--- config.mk ---
export PLATFORM = sky130hd
export DESIGN_NAME = ldm_stm_seq
export DESIGN_NICKNAME = d
export VERILOG_FILES = /design/src/rtl/ldm_stm_seq.sv
export SDC_FILE = /design/constraint.sdc
export NUM_CORES = 1
export LEC_CHECK = 0
export CAP_MARGIN = 25
export CORE_ASPECT_RATIO = 0.5
export CORE_MARGIN = 2
export CORE_UTILIZATION = 48
export DETAILED_ROUTE_END_ITERATION = 10
export PLACE_DENSITY = 0.79
export SLEW_MARGIN = 20
export SYNTH_ARGS = -nofsm -noshare
export SYNTH_HDL_FRONTEND = slang
export SYNTH_SLANG_ARGS = --single-unit
--- constraint.sdc ---
create_clock -name clk -period 6.7 [get_ports clk]
set_input_delay 1.34 -clock clk [delete_from_list [all_inputs] [get_ports clk]]
set_output_delay 1.34 -clock clk [all_outputs]
set_load 0.03 [all_outputs]
--- src/rtl/ldm_stm_seq.sv ---
// Block load/store sequencer: walks a register list, issues one word access per
// listed register, and optionally writes the updated base back to Rn.
module ldm_stm_seq (
    input  logic        clk,
    input  logic        reset,
    input  logic        start,
    input  logic        is_load,
    input  logic        up,
    input  logic        pre,
    input  logic        wback,
    input  logic [3:0]  rn,
    input  logic [31:0] base,
    input  logic [15:0] reglist,
    output logic [3:0]  ra,
    input  logic [31:0] rd,
    output logic [3:0]  wa3,
    output logic [31:0] wd3,
    output logic        we3,
    output logic        mem_req,
    output logic        mem_we,
    output logic [31:0] mem_addr,
    output logic [31:0] mem_wdata,
    input  logic        mem_ack,
    input  logic [31:0] mem_rdata,
    output logic        busy,
    output logic        done
);

    typedef enum logic [2:0] {
        S_IDLE  = 3'd0,
        S_SETUP = 3'd1,
        S_XFER  = 3'd2,
        S_WB    = 3'd3,
        S_DONE  = 3'd4
    } state_t;

    state_t      state_q, state_d;
    logic        load_q, load_d;
    logic        up_q, up_d;
    logic        pre_q, pre_d;
    logic        wback_q, wback_d;
    logic        rn_hit_q, rn_hit_d;
    logic [3:0]  rn_q, rn_d;
    logic [31:0] base_q, base_d;
    logic [15:0] list_q, list_d;
    logic [31:0] final_q, final_d;
    logic        mem_req_q, mem_req_d;
    logic        mem_we_q, mem_we_d;
    logic [31:0] mem_addr_q, mem_addr_d;
    logic [3:0]  ra_q, ra_d;
    logic        busy_q, busy_d;
    logic        done_q, done_d;

    logic [3:0]  cur;
    logic        ack_ok;
    logic [4:0]  n_regs;
    logic [31:0] span;

    function automatic logic [4:0] popcount16(input logic [15:0] l);
        logic [4:0] c;
        c = 5'd0;
        for (int i = 0; i < 16; i++) begin
            c = c + {4'd0, l[i]};
        end
        return c;
    endfunction

    function automatic logic [3:0] lowest16(input logic [15:0] l);
        logic [3:0] r;
        r = 4'd0;
        for (int i = 15; i >= 0; i--) begin
            if (l[i]) r = 4'(i);
        end
        return r;
    endfunction

    assign cur    = lowest16(list_q);
    assign ack_ok = (state_q == S_XFER) && mem_req_q && mem_ack;
    assign n_regs = popcount16(list_q);
    assign span   = {25'd0, n_regs, 2'b00};

    always_comb begin
        state_d    = state_q;
        load_d     = load_q;
        up_d       = up_q;
        pre_d      = pre_q;
        wback_d    = wback_q;
        rn_hit_d   = rn_hit_q;
        rn_d       = rn_q;
        base_d     = base_q;
        list_d     = list_q;
        final_d    = final_q;
        mem_req_d  = mem_req_q;
        mem_we_d   = mem_we_q;
        mem_addr_d = mem_addr_q;
        ra_d       = ra_q;
        busy_d     = busy_q;
        done_d     = 1'b0;

        case (state_q)
            S_IDLE: begin
                if (start) begin
                    load_d   = is_load;
                    up_d     = up;
                    pre_d    = pre;
                    wback_d  = wback;
                    rn_d     = rn;
                    rn_hit_d = reglist[rn];
                    base_d   = base;
                    list_d   = reglist;
                    busy_d   = 1'b1;
                    state_d  = S_SETUP;
                end
            end
            S_SETUP: begin
                final_d = up_q ? base_q + span : base_q - span;
                if (n_regs == 5'd0) begin
                    state_d = S_WB;
                end else begin
                    state_d   = S_XFER;
                    mem_req_d = 1'b1;
                    mem_we_d  = ~load_q;
                    ra_d      = cur;
                    // Lowest register always sits at the lowest address.
                    case ({up_q, pre_q})
                        2'b10:   mem_addr_d = base_q;
                        2'b11:   mem_addr_d = base_q + 32'd4;
                        2'b00:   mem_addr_d = base_q - span + 32'd4;
                        default: mem_addr_d = base_q - span;
                    endcase
                end
            end
            S_XFER: begin
                if (ack_ok) begin
                    list_d = list_q & ~(16'd1 << cur);
                    if (list_d == 16'd0) begin
                        state_d    = S_WB;
                        mem_req_d  = 1'b0;
                        mem_we_d   = 1'b0;
                        mem_addr_d = 32'd0;
                        ra_d       = 4'd0;
                    end else begin
                        mem_addr_d = mem_addr_q + 32'd4;
                        ra_d       = lowest16(list_d);
                    end
                end
            end
            S_WB: begin
                state_d = S_DONE;
                busy_d  = 1'b0;
                done_d  = 1'b1;
            end
            S_DONE: begin
                state_d = S_IDLE;
            end
            default: begin
                state_d   = S_IDLE;
                mem_req_d = 1'b0;
                busy_d    = 1'b0;
            end
        endcase
    end

    always_ff @(posedge clk or posedge reset) begin
        if (reset) begin
            state_q    <= S_IDLE;
            load_q     <= 1'b0;
            up_q       <= 1'b0;
            pre_q      <= 1'b0;
            wback_q    <= 1'b0;
            rn_hit_q   <= 1'b0;
            rn_q       <= 4'd0;
            base_q     <= 32'd0;
            list_q     <= 16'd0;
            final_q    <= 32'd0;
            mem_req_q  <= 1'b0;
            mem_we_q   <= 1'b0;
            mem_addr_q <= 32'd0;
            ra_q       <= 4'd0;
            busy_q     <= 1'b0;
            done_q     <= 1'b0;
        end else begin
            state_q    <= state_d;
            load_q     <= load_d;
            up_q       <= up_d;
            pre_q      <= pre_d;
            wback_q    <= wback_d;
            rn_hit_q   <= rn_hit_d;
            rn_q       <= rn_d;
            base_q     <= base_d;
            list_q     <= list_d;
            final_q    <= final_d;
            mem_req_q  <= mem_req_d;
            mem_we_q   <= mem_we_d;
            mem_addr_q <= mem_addr_d;
            ra_q       <= ra_d;
            busy_q     <= busy_d;
            done_q     <= done_d;
        end
    end

    // Load writes land in the ack cycle itself, so the write port is decoded from state.
    always_comb begin
        we3 = 1'b0;
        wa3 = 4'd0;
        wd3 = 32'd0;
        if (ack_ok && load_q) begin
            we3 = 1'b1;
            wa3 = cur;
            wd3 = mem_rdata;
        end else if (state_q == S_WB && wback_q && !(load_q && rn_hit_q)) begin
            we3 = 1'b1;
            wa3 = rn_q;
            wd3 = final_q;
        end
    end

    assign mem_wdata = (state_q == S_XFER && mem_we_q) ? rd : 32'd0;
    assign mem_req   = mem_req_q;
    assign mem_we    = mem_we_q;
    assign mem_addr  = mem_addr_q;
    assign ra        = ra_q;
    assign busy      = busy_q;
    assign done      = done_q;

endmodule
==> results of run 1 <==
==> layout make-up <==
cell class,instances,area [um^2],area share
flip-flops and latches,132,3303,0.2216
multi-input cells,1090,7370,0.4944
repair buffers,329,3058,0.2052
clock inverters,9,78.83,0.005288
inverters,61,234.0,0.01570
clock buffers,23,478.0,0.03207
well taps,307,384.1,0.02577
==> sequential cells by signal, summed over array words and instances (netlist names), 3 cells and up <==
register  count
final_q      32
ra            4
state_q       3
rn_q          4
list_q       16
base_q       32
mem_addr     32
==> cell usage after synthesis (40+ instances only) <==
cell type | number | area share
clkbuf_1 | 82 | 0.028
nand3_1 | 42 | 0.019
a21oi_1 | 77 | 0.035
nor3_1 | 40 | 0.018
and3_1 | 42 | 0.024
nand2_1 | 149 | 0.050
a22o_1 | 47 | 0.037
inv_1 | 60 | 0.020
o21ai_0 | 128 | 0.057
xnor2_1 | 64 | 0.050
nor2_1 | 87 | 0.029
dfrtp_1 | 132 | 0.30
==> stage by stage <==
| step | instance area, um^2 | hold WS, ns | TNS [ns] | std cells |
|---|---|---|---|---|
| 2_1_floorplan | 11200 | 0.4467 | 0 | 1388 |
| 3_3_place_gp | 14140 | 0.4653 | 0 | 1912 |
| 3_5_place_dp | 14140 | 0.4755 | -0.3935 | 1912 |
| 4_1_cts | 14720 | 0.4885 | 0 | 1944 |
| 5_1_grt | 14910 | 0.5069 | -0.01199 | 1951 |
| 6_report | 14910 | 0.4840 | 0 | 1951 |
==> tightest hold or removal path, stage by stage (launching register included) <==
cell	delay, ns
dfrtp_1	0.34
nand2_1	0.05
o21ai_0	0.06
==> worst paths after layout <==
check,startpoint,slack [ns],end,cells past startpoint
max reg2reg,list_q[11]$_DFFE_PP0P_,0.20,mem_addr[24]$_DFFE_PP0P_,25
min in group asynchronous,reset,1.40,wback_q$_DFFE_PP0P_,2
min,final_q[13]$_DFFE_PP0P_,0.48,final_q[13]$_DFFE_PP0P_,2
max,list_q[11]$_DFFE_PP0P_,0.20,mem_addr[24]$_DFFE_PP0P_,25
min reg2reg,final_q[13]$_DFFE_PP0P_,0.48,final_q[13]$_DFFE_PP0P_,2
max in group asynchronous,reset,4.06,base_q[28]$_DFFE_PP0P_,3
==> what timing repair did <==
action,CTS,global route
buffers inserted,0,7
pin swaps,1,12
endpoints found under the setup margin,8,20
gates resized for setup,4,34
==> logic make-up (layout without fill, tap and decap cells) <==
logic type | Yosys count | count (layout) | share of synthesized area
mux | 45 | 45 | 0.04931
xor+xnor | 84 | 84 | 0.06657
flops | 132 | 132 | 0.2959
simple gates | 520 | 520 | 0.2414
compound gates | 408 | 408 | 0.2396
fa+ha+maj | 33 | 33 | 0.04505
buf+inv | 166 | 422 | 0.06220
==> per-layer routing <==
metal	vias up	wire length [um]	part of all wire	GRT usage
li1	5563	-	-	-
met1	5995	18580	0.44	0.4749
met2	497	19970	0.47	0.5621
met3	80	2745	0.065	0.05109
met4	0	988	0.023	0.1051
met5	-	0	0	0
==> out/results.ini, run 1 <==
[setup_path]
crit_buf_inv = 7
cp_common_cell = fa_1
crit_fanout = 5
cp.arrival_ns = 6.83
path_class = reg -> reg
cp.required_ns = 7.03
slowest_delay_ns = 0.53
start_kind = flop
critPathTopFamily = adder cells
cp_slowest_cell = fa_1
cp-end-kind = flop

[timing]
post-route-period-util = 0.9703
fin_ws_ns = 0.1990
worst_pin_slew_ns = 1.039
setup-violations-final = 0
maxSlewHeadroom = 0.3055
slew_violations = 0
timing.fmax_ghz = 0.1538
finalCriticalPeriod_ns = 6.501
finalClockSkew_ns = 0.009657
hold_viol = 0

[yosys]
synthFlopType = dfrtp_1
ys_seq_elements = 132
ys_warn_count = 0
syn_avg_cell_area_um2 = 8.044
synth_edf_count = 0
syn_inst = 1388
synth_async_sr_flop_share = 1.000
netlist_area_mm2 = 0.01116
ys_types = 92
synth_seq_area_share = 0.2959
syn-num-nets = 1545

[floorplan]
io_pins = 233
fp.coreArea_mm2 = 0.02284
die_w_um = 219.7
die_h_um = 111.8
num_rows = 39
start_util = 0.4889
dieArea_mm2 = 0.02457

[clock_network]
clk_pin_slew_ns = 0.06
cts_hold_buf = 0
cts_tree = done
cts_buffers = 17
h-tree-depth = 4
clock_sinks = 132
clock_latency_ns = 0.45
cts_buffer_depth = 2
root_buffer = clkbuf_16

[global_route]
grt_max_degree = 81
grt_pass1_wl_mm = 66.03
grt-ovfl-total = 0
antenna_found_initial = 0
grt_pass1_vias = 11810
grt_usage = 0.3449

[layout]
final_cell_mix = 232 x clkdlybuf4s50_1, 149 x nand2_1, 132 x dfrtp_1
nets = 1788
layout_commonest_cell = clkdlybuf4s50_1
utilization = 0.6527
drive_above_1_share = 0.1356
syn2layout_area_growth_pct = 33.51
n_antenna_cell = 0
fill_cells = 1950

[min_path]
hold_class = reg -> reg

[run]
drv_cap = 0

[routing]
viasPerCell = 6.220
ant_nets = 0
drc = 0
wl_mm = 42.29
dr.first_iter.drc_count = 1108
vias = 12140
firstDrtPassIters = 7
routedWlPerCell_um = 21.68

[placement]
portBuffers = 232
dp_worst_setup_slack_ns = -0.1070
dp_hpwl_mm = 32.16
routabilityCongestion = 0.9508

[status]
status = complete, no violations

Power of run 1 is left out: the tool's default activity adds up to more than one toggle a clock period on the data nets, which glitch-free logic cannot reach.
==> run 2, diff against run 1 <==
CORE_ASPECT_RATIO = default   (was 0.5)
CORE_UTILIZATION = 49   (was 48)
CTS_BUF_LIST = sky130_fd_sc_hd__clkbuf_2 sky130_fd_sc_hd__clkbuf_4 sky130_fd_sc_hd__clkbuf_8   (was default)
PLACE_DENSITY = 0.8   (was 0.79)
clock period = 5.2 ns   (was 6.7 ns; I/O delays follow)
==> run 2 against run 1 <==
  * Flip-flop and latch count unchanged
  * Core utilization grew 13 points
  * First-iteration DRC count increased by 14%
  * Hold slack better by 0.014 ns
  * The flow now finishes with violations (setup timing)
  * Global-route usage increased by 3.6 points
  * Non-clock buffer count is 171 higher
  * Critical path type unchanged
  * Fmax is 3.3% lower
  * Sequential share of layout area down 3.4 points
  * Count of clock-buffer cells in the layout shrank 3
  * Clock skew grew 0.0092 ns
  * Die area down 2.3%
  * Worst setup slack got worse by 1.7 ns
==> out/results.ini, run 2 (synthesis gave the netlist of run 1 again) <==
[status]
status = complete, but fails checks
violations = setup timing

[global_route]
grt_pass1_wl_mm = 72.06  ; +9.1%
grt_usage = 0.3807  ; +0.03573
grt_pass1_vias = 13150  ; +11%
grt_max_degree = 73  ; -9.9%
grt-ovfl-total = 0  ; unchanged
antenna_found_initial = 0  ; unchanged

[routing]
ant_nets = 0  ; unchanged
viasPerCell = 6.500  ; +4.5%
wl_mm = 49.80  ; +18%
dr.first_iter.drc_count = 1267  ; +14%
firstDrtPassIters = 8  ; +1
vias = 13650  ; +12%
routedWlPerCell_um = 23.71  ; +9.4%
drc = 0  ; unchanged

[clock_network]
root_buffer = clkbuf_8
cts_hold_buf = 0  ; unchanged
cts_buffers = 17  ; unchanged
cts_buffer_depth = 2  ; unchanged
clk_pin_slew_ns = 0.08  ; +0.02 ns
h-tree-depth = 4  ; unchanged
clock_sinks = 132  ; unchanged
cts_tree = done
clock_latency_ns = 0.50  ; +0.05 ns

[setup_path]
start_kind = flop
slowest_delay_ns = 0.56  ; +0.03 ns
critPathTopFamily = adder cells
cp.required_ns = 5.59  ; -1.44 ns
cp_slowest_cell = fa_1
path_class = reg -> reg
worstSetupStartpoint = list_q[11]$_DFFE_PP0P_
cp-end-kind = flop
crit_fanout = 6  ; +1
r2r-start = list_q[11]$_DFFE_PP0P_
cp_num_cells = 28  ; +12%
ff2ff_path_depth = 28  ; +12%
cp.arrival_ns = 7.11  ; +0.28 ns
crit_buf_inv = 10  ; +3
cp-endpoint = mem_addr[24]$_DFFE_PP0P_
reg2reg_to = mem_addr[24]$_DFFE_PP0P_
r2r_setup_slack_ns = -1.52  ; -1.72 ns

[timing]
hold_viol = 0  ; unchanged
rsz0062_at_grt = true
finalCriticalPeriod_ns = 6.724  ; +0.2231 ns
post-route-period-util = 1.293  ; +0.3228
maxSlewHeadroom = 0.2912  ; -0.01430
timing.fmax_ghz = 0.1487  ; -3.3%
finalClockSkew_ns = 0.01884  ; +0.009180 ns
setup-violations-final = 63  ; +63
fin_ws_ns = -1.524  ; -1.723 ns
slew_violations = 0  ; unchanged
worst_pin_slew_ns = 1.063  ; +0.02392 ns

[floorplan]
die_w_um = 154.9  ; -29%
num_rows = 55  ; +41%
io_pins = 233  ; unchanged
dieArea_mm2 = 0.02401  ; -2.3%
die_h_um = 154.9  ; +39%
start_util = 0.4961  ; +0.007258
fp.coreArea_mm2 = 0.02250  ; -1.5%

[placement]
portBuffers = 232  ; unchanged
dp_worst_setup_slack_ns = -1.192  ; -1.085 ns
dp_hpwl_mm = 32.94  ; +2.4%
routabilityCongestion = 0.9628  ; +1.3%
place_area_mm2 = 0.01512  ; +7.0%

[layout]
drive_above_1_share = 0.3030  ; +0.1674
layout_commonest_cell = clkdlybuf4s50_1
n_antenna_cell = 0  ; unchanged
stdcell_area_mm2 = 0.01761  ; +18%
nets = 1959  ; +9.6%
final_cell_mix = 232 x clkdlybuf4s50_1, 194 x buf_4, 136 x nand2_1
syn2layout_area_growth_pct = 57.70

[min_path]
hold_class = reg -> reg

[run]
drv_cap = 0  ; unchanged

==> run 2: worst min path at each step <==
stage	start	end	slack (ns)	cells past startpoint
after CTS	final_q[0]$_DFFE_PP0P_	final_q[0]$_DFFE_PP0P_	0.50	2
after global routing	final_q[0]$_DFFE_PP0P_	final_q[0]$_DFFE_PP0P_	0.52	2
final	final_q[0]$_DFFE_PP0P_	final_q[0]$_DFFE_PP0P_	0.50	2
after floorplan	final_q[0]$_DFFE_PP0P_	final_q[0]$_DFFE_PP0P_	0.45	2
after global placement	final_q[1]$_DFFE_PP0P_	final_q[1]$_DFFE_PP0P_	0.46	2
after detailed placement	final_q[20]$_DFFE_PP0P_	final_q[20]$_DFFE_PP0P_	0.47	2
==> run 2: cell type report <==
type	instances	area, um^2
multi-input cells	1090	8563
fillers	1448	4896
repair buffers	500	4679
flip-flops and latches	132	3303
well taps	285	356.6
clock buffers	20	269.0
inverters	61	234.0
clock inverters	12	201.4
==> run 2: metal layers <==
metal  up-vias  share of wire  track usage
met5         -              0            0
met2       897           0.47       0.6385
met4         0          0.072       0.2302
met1      6587           0.36       0.4552
met3       263          0.089      0.07075
li1       5903              -            -
==> run 2: timing repair <==
| item | CTS | global route |
|---|---|---|
| endpoints found under the setup margin | 59 | 64 |
| buffers inserted | 42 | 33 |
| gates cloned | 2 | 0 |
| gates resized for setup | 208 | 136 |
| pin swaps | 70 | 82 |
==> run 2: worst min-delay path, stage by stage, from the launching register on <==
cell and delay, ns:
dfrtp_1 0.35, nand2_1 0.05, nand2_1 0.06
==> run 2: per-stage QoR <==
step | cells | TNS, ns | utilization | hold slack (ns)
floorplan | 1388 | -20.35 | - | 0.4467
global placement | 2001 | -32.64 | 0.6712 | 0.4605
detailed placement | 2002 | -36.45 | 0.6721 | 0.4744
CTS | 2076 | -32.91 | 0.7482 | 0.4987
global route | 2100 | -58.91 | 0.7824 | 0.5232
finish | 2100 | -49.58 | 0.7824 | 0.4976
Power of run 2 is left out for the same reason.
